[src/rtl/clk_step_ctrl_if.sv]
// Signal bundle between the run/step controller and its surroundings:
// slow clock, buttons and core handshake.
interface clk_step_ctrl_if #(
   parameter int unsigned CNT_W = 32
);
   logic             slow_clk;
   logic             btn_run;
   logic             btn_step;
   logic             halt_req;
   logic             clr_count;
   logic             proc_ce;
   logic [1:0]       mode;
   logic [CNT_W-1:0] ce_count;

   modport master (
      input  slow_clk, btn_run, btn_step, halt_req, clr_count,
      output proc_ce, mode, ce_count
   );

   modport slave (
      output slow_clk, btn_run, btn_step, halt_req, clr_count,
      input  proc_ce, mode, ce_count
   );
endinterface

[src/rtl/clk_step_ctrl.sv]
// Run/step controller: turns the divided slow clock into single-cycle core
// enables, gated by debounced run/step buttons and the core halt request.
module clk_step_ctrl #(
   parameter int unsigned DEB_CYCLES = 4,
   parameter int unsigned CNT_W      = 32
) (
   input  logic             clk_in,
   input  logic             rst,
   clk_step_ctrl_if.master  bus
);

   localparam int unsigned     DEB_W    = (DEB_CYCLES > 1) ? $clog2(DEB_CYCLES) : 1;
   localparam logic [DEB_W-1:0] DEB_LAST = DEB_W'(DEB_CYCLES - 1);

   typedef enum logic [1:0] {
      ST_HALTED     = 2'b00,
      ST_RUN        = 2'b01,
      ST_STEP_ARMED = 2'b10
   } state_t;

   state_t           state;
   logic             slow_s0, slow_s1, slow_s1_d;
   logic             tick;
   logic [1:0]       btn_s0, btn_s1;   // bit 0 run, bit 1 step
   logic [1:0]       deb;
   logic [1:0]       press;
   logic [DEB_W-1:0] deb_cnt [2];
   logic             proc_ce;
   logic [CNT_W-1:0] ce_count;
   logic             run_p, step_p;
   logic             issue_c;

   assign run_p  = press[0];
   assign step_p = press[1];

   // A run press in the same cycle as a tick leaves RUN/arms a mode change, so it suppresses issue
   assign issue_c = tick & ~bus.halt_req & ~run_p &
                    ((state == ST_RUN) | (state == ST_STEP_ARMED));

   always_ff @(posedge clk_in) begin
      if (rst) begin
         state     <= ST_HALTED;
         slow_s0   <= 1'b0;
         slow_s1   <= 1'b0;
         slow_s1_d <= 1'b0;
         tick      <= 1'b0;
         btn_s0    <= '0;
         btn_s1    <= '0;
         deb       <= '0;
         press     <= '0;
         for (int i = 0; i < 2; i++) deb_cnt[i] <= '0;
         proc_ce   <= 1'b0;
         ce_count  <= '0;
      end else begin
         slow_s0   <= bus.slow_clk;
         slow_s1   <= slow_s0;
         slow_s1_d <= slow_s1;
         tick      <= slow_s1 & ~slow_s1_d;

         btn_s0 <= {bus.btn_step, bus.btn_run};
         btn_s1 <= btn_s0;

         // Level must differ for DEB_CYCLES consecutive cycles before it is accepted
         for (int i = 0; i < 2; i++) begin
            press[i] <= 1'b0;
            if (btn_s1[i] == deb[i]) begin
               deb_cnt[i] <= '0;
            end else if (deb_cnt[i] == DEB_LAST) begin
               deb[i]     <= btn_s1[i];
               deb_cnt[i] <= '0;
               press[i]   <= btn_s1[i];
            end else begin
               deb_cnt[i] <= deb_cnt[i] + DEB_W'(1);
            end
         end

         proc_ce <= issue_c;

         if (bus.clr_count) begin
            ce_count <= '0;
         end else if (issue_c && (ce_count != {CNT_W{1'b1}})) begin
            ce_count <= ce_count + CNT_W'(1);
         end

         if (bus.halt_req) begin
            state <= ST_HALTED;
         end else begin
            case (state)
               ST_HALTED: begin
                  if (run_p)       state <= ST_RUN;
                  else if (step_p) state <= ST_STEP_ARMED;
               end
               ST_RUN: begin
                  if (run_p) state <= ST_HALTED;
               end
               ST_STEP_ARMED: begin
                  if (run_p)     state <= ST_RUN;
                  else if (tick) state <= ST_HALTED;
               end
               default: state <= ST_HALTED;
            endcase
         end
      end
   end

   assign bus.proc_ce  = proc_ce;
   assign bus.mode     = state;
   assign bus.ce_count = ce_count;

endmodule
[src/flat_wrapper.sv]
// flat-port wrapper written by rule: the top's interface ports become plain ports
module clk_step_ctrl_flat 
#(
   parameter int unsigned DEB_CYCLES = 4,
   parameter int unsigned CNT_W      = 32
)
  (clk_in, rst, bus_slow_clk, bus_btn_run, bus_btn_step, bus_halt_req, bus_clr_count, bus_proc_ce, bus_mode, bus_ce_count);
  clk_step_ctrl_if #(.CNT_W(CNT_W)) bus_i ();
  input  logic clk_in;
  input  logic rst;
  input wire logic [$bits(bus_i.slow_clk)-1:0] bus_slow_clk;
  input wire logic [$bits(bus_i.btn_run)-1:0] bus_btn_run;
  input wire logic [$bits(bus_i.btn_step)-1:0] bus_btn_step;
  input wire logic [$bits(bus_i.halt_req)-1:0] bus_halt_req;
  input wire logic [$bits(bus_i.clr_count)-1:0] bus_clr_count;
  output wire logic [$bits(bus_i.proc_ce)-1:0] bus_proc_ce;
  output wire logic [$bits(bus_i.mode)-1:0] bus_mode;
  output wire logic [$bits(bus_i.ce_count)-1:0] bus_ce_count;
  assign bus_i.slow_clk = bus_slow_clk;
  assign bus_i.btn_run = bus_btn_run;
  assign bus_i.btn_step = bus_btn_step;
  assign bus_i.halt_req = bus_halt_req;
  assign bus_i.clr_count = bus_clr_count;
  assign bus_proc_ce = bus_i.proc_ce;
  assign bus_mode = bus_i.mode;
  assign bus_ce_count = bus_i.ce_count;
  clk_step_ctrl #(.DEB_CYCLES(DEB_CYCLES), .CNT_W(CNT_W)) u_core (.clk_in(clk_in), .rst(rst), .bus(bus_i));
endmodule
[config.mk]
export PLATFORM = sky130hd
export DESIGN_NAME = clk_step_ctrl_flat
export DESIGN_NICKNAME = d
export VERILOG_FILES = /design/src/rtl/clk_step_ctrl_if.sv /design/src/rtl/clk_step_ctrl.sv /design/src/flat_wrapper.sv
export SDC_FILE = /design/constraint.sdc
export NUM_CORES = 1
export LEC_CHECK = 0
export ABC_AREA = 1
export CELL_PAD_IN_SITES_DETAIL_PLACEMENT = 1
export CELL_PAD_IN_SITES_GLOBAL_PLACEMENT = 2
export CORE_MARGIN = 3
export CORE_UTILIZATION = 26
export DETAILED_ROUTE_END_ITERATION = 8
export GPL_TIMING_DRIVEN = 0
export PLACE_DENSITY = 0.78
export SETUP_SLACK_MARGIN = 0.5
export SLEW_MARGIN = 20
export SYNTH_ARGS = -nofsm -noshare
export SYNTH_HDL_FRONTEND = slang
export SYNTH_SLANG_ARGS = --single-unit
[constraint.sdc]
create_clock -name clk_in -period 1.7 [get_ports clk_in]
set_input_delay 0.425 -clock clk_in [delete_from_list [all_inputs] [get_ports clk_in]]
set_output_delay 0.425 -clock clk_in [all_outputs]
set_load 0.005 [all_outputs]
==> results.md <==
- Kind of end point of the critical path: register
- Max layer used: met4
- Worst skew pair latency: 0.32 ns
- CP Data Required Time: 1.95 ns
- Worst Setup SP: u_core.bus.ce_count[0]
- Setup_tns: -0.488 ns
- Most common cell after layout, fill and taps aside: nand2_1
- Max Fanout on Critical Path: 5
- Reg2Reg Setup Slack: -0.08 ns
- Final setup skew: 0.00702 ns
- Initial antenna violation count: 0
- Pwr Density: 420 mW/mm^2
- Starting density of the core: 27.1%
- EDFF count, synth: 4
- Non-filler cells, final: 679
- Synthesized area per cell: 6.64 um^2
- Status: finished with violations
- Max-slew violations: 0
- Synth Instances: 407
- Die area: 0.0116 mm^2
- Ys flop type: dfxtp_1
- Floorplan core area: 0.00995 mm^2
- Final Hold Fails: 0
- Vias in the first global route: 3,107
- Die height: 108 um
- Commonest non-fill, non-tap cells in the layout: 87 x nand2_1, 67 x buf_6, 56 x nor2_1
- Worst R2R Start: u_core.bus.ce_count[0]
- Worst Min Path Start: u_core.slow_s1_d
- Register area share after synthesis: 39.3%
- Syn. warnings: 0
- Post-DP HPWL: 6340 um
- DR WL met3: 458 um
- Routed length per placed instance: 15.8 um
- Final ANT Viol Nets: 0
- Grt ovf: 0
- Via count: 3,142
- Largest net degree at the start of global routing: 20
- DRC viols: 0
- Clock root cell: clkbuf_8
- Final setup violation count: 11
- WHS Path Cells: 1
- Met2 WL: 5450 um
- F_max: 562 MHz
- Global-route wire length before repair: 15,900 um
- Drt initial violations: 115
- Fraction of layout cells with a size suffix above 1: 52.6%
- CTS Hold Bufs: 0
- CTS tree: built
- Number of antenna diodes: 0
- Met1 wire length: 4700 um
- Asr flop ratio synth: 0%
- Mapped Area: 0.00270 mm^2
- Crit path kind: register to register
- Dpl ws: -0.543 ns
- DIE WIDTH: 108 um
- Hold worst-path end: u_core.tick
- Worst r2r dst: u_core.bus.ce_count[14]
- Synth unique cells: 28
- Post-layout util: 50.1%
- Layout area overhead: 84.8%
- Failing checks: setup timing
- Max_cap viols: 0
- Drt pass-1 iters: 4
- Num ports: 42
- Final worst slack: -0.0802 ns
- Std-Cell Rows: 36
- Worst hold path type: register to register
- Total Routing Usage GR: 17.2%
- Clock Tree Buf Depth: 2
- Worst-path clk slew: 0.11 ns
- Min Tclk post-route: 1.78 ns
- Num CTS Buffers: 5
- H-tree level count: 2
- Via density: 4.63
- Cells after DPL: 584
- Routability cong.: 0.799
- Final wirelength: 10,700 um
- Port Buffer Count: 41
- Worst vdd ir: 0.312 mV
- FF+latch count, synth: 51
- Worst r2r path cells: 12
- Final #Nets: 558
- Leak pwr: 2.11 nW
- RSZ-0062 raised after global routing: yes
- Startpoint class of the critical path: register
- Clock sinks: 51
- FILL cells: 1,183
- Tcrit/Tclk final: 105%
- Arrival @ worst endpoint: 2.03 ns
[sequential cells by signal, indices dropped and copies added (netlist names)]
| signal | cells |
|---|---|
| u_core.tick | 1 |
| u_core.deb | 2 |
| u_core.btn_s1 | 2 |
| u_core.press | 2 |
| u_core.bus.proc_ce | 1 |
| u_core.slow_s1 | 1 |
| u_core.btn_s0 | 2 |
| u_core.bus.ce_count | 32 |
| u_core.slow_s0 | 1 |
| u_core.bus.mode | 2 |
| u_core.slow_s1_d | 1 |
| u_core.deb_cnt | 4 |
[worst max path at each step]
stage                              end  slack, ns  cells past startpoint
2_1_floorplan  u_core.bus.ce_count[18]       0.16                      9
3_3_place_gp   u_core.bus.ce_count[18]      -0.53                      9
3_5_place_dp   u_core.bus.ce_count[18]      -0.54                      9
4_1_cts               bus_ce_count[22]    0.00003                      1
5_1_grt        u_core.bus.ce_count[14]      -0.18                     12
6_report       u_core.bus.ce_count[14]      -0.08                     12
[synth_stat cells (2+ instances only)]
cell | number | area, um^2
edfxtp_1 | 4 | 120
inv_2 | 2 | 7.51
nor2_1 | 82 | 308
o21ai_0 | 8 | 40.0
xor2_1 | 5 | 43.8
nand4_1 | 7 | 43.8
buf_2 | 3 | 15.0
inv_1 | 47 | 176
nand3_1 | 27 | 135
nor3b_1 | 2 | 15.0
nand2_2 | 6 | 37.5
a21oi_1 | 25 | 125
buf_6 | 2 | 22.5
nor2_4 | 5 | 56.3
nor2_2 | 5 | 31.3
nand2_1 | 105 | 394
ha_1 | 6 | 75.1
nor3_1 | 9 | 45.0
or2_2 | 2 | 12.5
dfxtp_1 | 47 | 941
[routing by layer]
metal,vias to the layer above,track usage (%)
met5,-,0
met4,0,4.06
met3,10,2.69
met2,70,29.7
met1,1506,22.6
li1,1556,-
[metrics by stage]
step                total power [mW]  instance area, um^2  hold WS, ns
finish                          2.10                 4990        0.402
global route                    2.21                 4990        0.437
CTS                             2.13                 4440        0.408
detailed placement              1.33                 3380        0.389
global placement                1.33                 3380        0.379
floorplan                       1.30                 2810        0.373
[power by group]
group	switching, mW	internal [mW]
sequential	0.00642	1.18
clock	0.499	0.318
combinational	0.0533	0.0376
[layout make-up]
class	instances	area [um^2]	share of cell area, %
timing repair inverter	1	16.3	0.326
sequential	51	1160	23.3
buffer	6	78.8	1.58
multi-input combinational	304	1950	39.1
clock buffer	5	68.8	1.38
tap	133	166	3.33
clock inverter	3	31.3	0.627
inverter	50	204	4.09
timing repair buffer	126	1310	26.2
[cell families after synthesis]
kind of cell / after synthesis / share of synthesized area [%]
compound gates: 33 / 6.11
xor+xnor: 6 / 1.95
fa+ha+maj: 6 / 2.78
buf+inv: 56 / 8.48
flops: 51 / 39.3
other cells: 1 / 0.139
simple gates: 254 / 41.3
[timing repair]
item                       4_1_cts  5_1_grt
setup endpoints to repair       76       71
gates resized for setup        308       87
pin swaps                       27       44
setup buffers                   56       26
gates cloned                     3        2
[critical path: stages (launching register included)]
cell and delay, ns:
dfxtp_4 0.38, ha_4 0.15, nand2_4 0.06, nor2_4 0.17, nand2_4 0.09, nor2_4 0.14
buf_6 0.12, buf_6 0.09, nand3b_4 0.11, buf_12 0.16, nand3_1 0.07, nand2_1 0.07
nor2_1 0.10
No activity file was read; power rests on OpenSTA's default activity.
